===== config.mk =====
export PLATFORM = sky130hd
export DESIGN_NAME = tnn_vote_argmax
export DESIGN_NICKNAME = d
export VERILOG_FILES = /design/src/rtl/tnn_vote_argmax.sv
export SDC_FILE = /design/constraint.sdc
export NUM_CORES = 1
export LEC_CHECK = 0
export BUFFER_PORTS_ARGS = -buffer_cell sky130_fd_sc_hd__clkbuf_2
export CORE_MARGIN = 4
export CORE_UTILIZATION = 30
export CTS_CLUSTER_DIAMETER = 50
export DETAILED_ROUTE_END_ITERATION = 8
export PLACE_DENSITY = 0.45
export SETUP_SLACK_MARGIN = 0.3
export SLEW_MARGIN = 20
export SYNTH_ARGS = -nofsm -noshare
export SYNTH_HDL_FRONTEND = slang
export SYNTH_SLANG_ARGS = --single-unit

===== constraint.sdc =====
create_clock -name clk -period 4.4 [get_ports clk]
set_input_delay 1.1 -clock clk [delete_from_list [all_inputs] [get_ports clk]]
set_output_delay 1.1 -clock clk [all_outputs]
set_load 0.1 [all_outputs]

===== src/rtl/tnn_vote_argmax.sv =====
// Per-class vote accumulator and argmax. Result is valid N_CLASS+1 cycles after the last beat.
// in_ready is low while scanning or holding; the result is held until out_ready.
module tnn_vote_argmax #(
    parameter int N_CLASS = 7,
    parameter int CNT_W   = 6,
    localparam int IDX_W  = (N_CLASS > 1) ? $clog2(N_CLASS) : 1
) (
    input  logic               clk,
    input  logic               rst,
    input  logic               in_valid,
    output logic               in_ready,
    input  logic [N_CLASS-1:0] in_fire,
    input  logic               in_last,
    output logic               out_valid,
    input  logic               out_ready,
    output logic [IDX_W-1:0]   out_class,
    output logic [CNT_W-1:0]   out_score
);

    localparam logic [CNT_W-1:0] CNT_MAX  = {CNT_W{1'b1}};
    localparam logic [IDX_W-1:0] LAST_IDX = IDX_W'(N_CLASS - 1);

    typedef enum logic [1:0] {
        ST_ACCUM = 2'd0,
        ST_SCAN  = 2'd1,
        ST_HOLD  = 2'd2
    } state_t;

    state_t state;
    state_t state_nxt;

    logic [CNT_W-1:0] cnt [N_CLASS];
    logic [IDX_W-1:0] scan_idx;
    logic [CNT_W-1:0] best_cnt;
    logic [IDX_W-1:0] best_idx;

    logic             beat_acc;
    logic             scan_done;
    logic             handoff;
    logic [CNT_W-1:0] scan_cnt;
    logic             scan_take;
    logic [CNT_W-1:0] cand_cnt;
    logic [IDX_W-1:0] cand_idx;

    always_ff @(posedge clk) begin
        if (rst) begin
            state <= ST_ACCUM;
        end else begin
            state <= state_nxt;
        end
    end

    always_comb begin
        state_nxt = state;
        in_ready  = 1'b0;
        out_valid = 1'b0;
        beat_acc  = 1'b0;
        scan_done = 1'b0;
        handoff   = 1'b0;
        case (state)
            ST_ACCUM: begin
                in_ready = 1'b1;
                if (in_valid) begin
                    beat_acc = 1'b1;
                    if (in_last) begin
                        state_nxt = ST_SCAN;
                    end
                end
            end
            ST_SCAN: begin
                if (scan_idx == LAST_IDX) begin
                    scan_done = 1'b1;
                    state_nxt = ST_HOLD;
                end
            end
            ST_HOLD: begin
                out_valid = 1'b1;
                if (out_ready) begin
                    handoff   = 1'b1;
                    state_nxt = ST_ACCUM;
                end
            end
            default: begin
                state_nxt = ST_ACCUM;
            end
        endcase
    end

    // Strict greater-than keeps the earlier (lower) index on ties.
    always_comb begin
        scan_cnt  = cnt[scan_idx];
        scan_take = (scan_cnt > best_cnt);
        cand_cnt  = scan_take ? scan_cnt : best_cnt;
        cand_idx  = scan_take ? scan_idx : best_idx;
    end

    always_ff @(posedge clk) begin
        if (rst) begin
            for (int k = 0; k < N_CLASS; k++) begin
                cnt[k] <= '0;
            end
            scan_idx  <= '0;
            best_cnt  <= '0;
            best_idx  <= '0;
            out_class <= '0;
            out_score <= '0;
        end else begin
            if (beat_acc) begin
                for (int k = 0; k < N_CLASS; k++) begin
                    if (in_fire[k] && (cnt[k] != CNT_MAX)) begin
                        cnt[k] <= cnt[k] + CNT_W'(1);
                    end
                end
                if (in_last) begin
                    scan_idx <= '0;
                    best_cnt <= '0;
                    best_idx <= '0;
                end
            end
            if (state == ST_SCAN) begin
                best_cnt <= cand_cnt;
                best_idx <= cand_idx;
                if (!scan_done) begin
                    scan_idx <= scan_idx + IDX_W'(1);
                end
                if (scan_done) begin
                    out_class <= cand_idx;
                    out_score <= cand_cnt;
                end
            end
            if (handoff) begin
                for (int k = 0; k < N_CLASS; k++) begin
                    cnt[k] <= '0;
                end
            end
        end
    end

endmodule


# == Word-level counts from Yosys, hierarchy flattened ==
# Memories as Yosys holds them, arrays and structs flattened. A register that Yosys moved wholly into a read port is not among the register bits.
# Cells that the tools add are included.
# totals
output_inout_bits,11
reg_bits,23
mem_count,1
mem_bits_rw,42
inputBits,12
# op_classes
reduce_logical,13
n_eq_ne,14
n_lt_le_gt_ge,1
n_addsub,8
bitwise,14
n_mux,73
# mem_list
memory,words,width,rd,rd_clocked_by_memory_dff,wr,line,source
cnt,7,6,8,1,7,32,logic [CNT_W-1:0] cnt [N_CLASS];
# op_table
cell,n
$mux 6,18
$add 6x1->6 const B,7
$ne 6x6->1 const B,7
$mux 1,41
$mux 3,9
$or 1x1->1,14
$mux 2,4
$ne 2x2->1 const B,4
$logic_and 1x1->1,7
$gt 6x6->1,1
$pmux 2 s3,1
$reduce_and 2->1,2
$reduce_and 4->1,1
$reduce_bool 2->1,2
$add 3x1->3 const B,1
$eq 3x3->1 const B,1
$eq 2x1->1 const B,1
$eq 2x2->1 const B,1
$logic_not 2->1,1

# == Longest topological paths before layout ==
# depth
depth_word,8
mapped_depth,13

# == Worst setup path before layout ==
# Ideal clock, no wire load.
# synth_path
path_type,register to register
from,reg state[1]
to,"mem cnt[1][0], enable pin"
arrival_time_ns,2.675
synth_period_minus_slack_ns,3.052
path_slack_ns,1.348
setup_time_ns,0.377
path_stages_with_launch,5
path_cell_list,dfxtp_1 > buf_4 > nor2b_1 > a21oi_1 > o21ai_0
# synth_lines
item,line,source
start: declaration,29,state_t state;
start signal: assignment,49,state <= state_nxt;
end: declaration,32,

==> results.sh <==
export IMPL_status="completed"
export IMPL_max_slew_margin=0.377
export IMPL_n_antenna_cell=0
export IMPL_fmax_ghz=0.326
export IMPL_dieArea_sq_um=13700
export IMPL_yosys_area_share_simple=0.210
export IMPL_end_kind="register"
export IMPL_tns_ns=0
export IMPL_area_growth_pct=13.4
export IMPL_port_buffers=22
export IMPL_fin_cells=545
export IMPL_post_cts_setup_buffers=0
export IMPL_syn_avg_cell_area_sq_um=9.38
export IMPL_grt_pass1_wl_mm=13.8
export IMPL_clk_latency_ns=0.33
export IMPL_cts_resized=0
export IMPL_fin_crit_sh=0.697
export IMPL_ys_seq_area_frac=0.434
export IMPL_io_pins=23
export IMPL_drtAntennaViolNets=0
export IMPL_hold_class="register to register"
export IMPL_arrival_ns=3.24
export IMPL_drcViolationCount=0
export IMPL_dp_cells=529
export IMPL_core_sq_um=11500
export IMPL_start_util=0.309
export IMPL_synthFlopType="dfxtp_1"
export IMPL_hpwl_mm=6.41
export IMPL_async_flop_share=0
export IMPL_numCtsBuffers=9
export IMPL_fp_dieW_um=117
export IMPL_routed_wl_mm=8.51
export IMPL_cts_tree="done"
export IMPL_yosys_area_top_type="dfxtp_1"
export IMPL_power_leakage_nw=1.49
export IMPL_nets=424
export IMPL_tightest_slew_ns=0.924
export IMPL_synth_nets=406
export IMPL_yosys_register_bits=65
export IMPL_power_density_nw_per_um2=361
export IMPL_crit_path_start_kind="register"
export IMPL_drtIter0Drc=180
export IMPL_post_place_ws_ns=1.33
export IMPL_yosys_top_cells_area="dfxtp_1 (23%), edfxtp_1 (20%), mux2i_1 (6.5%), ha_1 (5.3%), nor2_1 (5.3%)"
export IMPL_clk_pin_slew_ns=0.05
export IMPL_rsz0062_at_grt="no"
export IMPL_synth_fa_ha_area_frac=0.0528
export IMPL_irDropWorstVdd_uv=216
export IMPL_globalRouteOverflowTotal=0
export IMPL_grt_max_degree=31
export IMPL_yosysWarnings=0
export IMPL_finalMaxSlewViolations=0
export IMPL_clockBufferDepth=2
export IMPL_antenna_found_initial=0
export IMPL_fin_total_pwr_mw=1.45
export IMPL_skew_ns=0.00409
export IMPL_syn_area_sq_um=3550
export IMPL_synth_compound_area_share=0.136
export IMPL_cp_max_fo=20
export IMPL_synth_mux_area_frac=0.0648
export IMPL_via_per_inst=5.05
export IMPL_globalplace_congestion=0.747
export IMPL_hold_buffers=0
export IMPL_wl_per_cell_um=15.6
export IMPL_root_buffer="clkbuf_16"
export IMPL_hold_violations=0
export IMPL_htreeDepth=3
export IMPL_final_cell_mix="nor2_1 (50), dfxtp_1 (41), nand2_1 (28)"
export IMPL_critPathKind="register to register"
export IMPL_drtPass1Iterations=4
export IMPL_grt_usage=0.132
export IMPL_yosysUniqueCellTypes=44
export IMPL_die_y_um=117
export IMPL_yosys_area_top_type_share=0.231
export IMPL_worst_slack_ns=1.33
export IMPL_netlist_instances=379
export IMPL_synth_edf_count=24
export IMPL_rows=39
export IMPL_clock_sinks=65
export IMPL_crit_required_ns=4.58
export IMPL_grt_pass1_vias=2671
export IMPL_final_common_cell="nor2_1"
export IMPL_synth_top_family_by_area="simple AND/OR/NAND/NOR gates"
export IMPL_setup_viol_count_final=0
export IMPL_drv_cap=0
export IMPL_synth_xor_area_frac=0.0616
export IMPL_fin_crit_ns=3.07
export IMPL_drive_above_1_share=0.107
export IMPL_routed_via_count=2753
==> cell families (layout without fill, tap and decap cells) <==
logic type               count (synthesis)  after routing
AND/OR/NAND/NOR                        149            149
flip-flops                              65             65
adder cells (fa/ha/maj)                 15             15
AO/OA/AOI/OAI                           69             69
XOR/XNOR                                25             25
multiplexers                            23             23
buffers and inverters                   33             56
==> per-layer routing <==
metal  up-vias  GRT usage  wire length, um
met5         -          0                0
met4         0     0.0505              176
met3        13     0.0355              369
met2        51      0.211             3910
met1      1288      0.172             4050
li1       1401          -                -
==> cells in the mapped netlist, drive strengths merged (3+ instances only) <==
cell / count
nand3: 24
nor2: 50
edfxtp: 24
ha: 15
mux2i: 23
a21o: 7
and3: 7
xnor2: 12
a21oi: 11
o22ai: 6
xor2: 13
nand3b: 9
nor3: 3
or3: 3
o32ai: 9
o211a: 3
nand2: 28
clkbuf: 8
o311ai: 6
dfxtp: 41
o21ai: 19
nand2b: 12
buf: 10
nand4: 4
inv: 15
==> critical path: stages, from the launching register on <==
cell      delay, ns
dfxtp_1        0.38
buf_4          0.33
mux2i_1        0.29
o21ai_0        0.10
a21o_1         0.24
ha_1           0.31
and4_1         0.20
o21a_1         0.14
nor2_1         0.06
a221oi_2       0.66
o32ai_1        0.19
==> sequential cells by signal (all words and copies together) (netlist names) <==
| name | cells |
|---|---|
| state | 2 |
| cnt | 42 |
| scan_idx | 3 |
| out_class | 3 |
| best_cnt | 6 |
| out_score | 6 |
| best_idx | 3 |
==> metrics by stage <==
stage	hold WS [ns]	instance area (sq um)	util
floorplan	0.459	3550	-
global placement	0.481	3770	0.328
detailed placement	0.480	3770	0.328
CTS	0.491	4030	0.350
global route	0.525	4030	0.350
finish	0.488	4030	0.350
==> cell type report <==
cell class	instances	area, sq um
Clock buffer	11	233
Tap cell	143	179
Timing Repair Buffer	25	133
Sequential cell	65	1540
Inverter	15	56.3
Multi-Input combinational cell	281	1870
Fill cell	1181	7490
Clock inverter	5	22.5
==> path summary, 6_finish.rpt <==
kind                        startpoint                         to  slack, ns  depth (start not counted)
max             scan_idx[0]$_SDFF_PP0_   best_cnt[1]$_SDFFE_PP0P_       1.33                         10
min          out_class[2]$_SDFFE_PP0P_  out_class[2]$_SDFFE_PP0P_       0.49                          2
max reg2reg     scan_idx[0]$_SDFF_PP0_   best_cnt[1]$_SDFFE_PP0P_       1.33                         10
min reg2reg  out_class[2]$_SDFFE_PP0P_  out_class[2]$_SDFFE_PP0P_       0.49                          2
==> where the power goes <==
| group | internal [mW] | leakage, nW | switching [mW] |
|---|---|---|---|
| Sequential | 0.648 | 0.582 | 0.0272 |
| Combinational | 0.0607 | 0.778 | 0.0954 |
| Clock | 0.374 | 0.128 | 0.250 |
(Power assumes the default switching activity.)
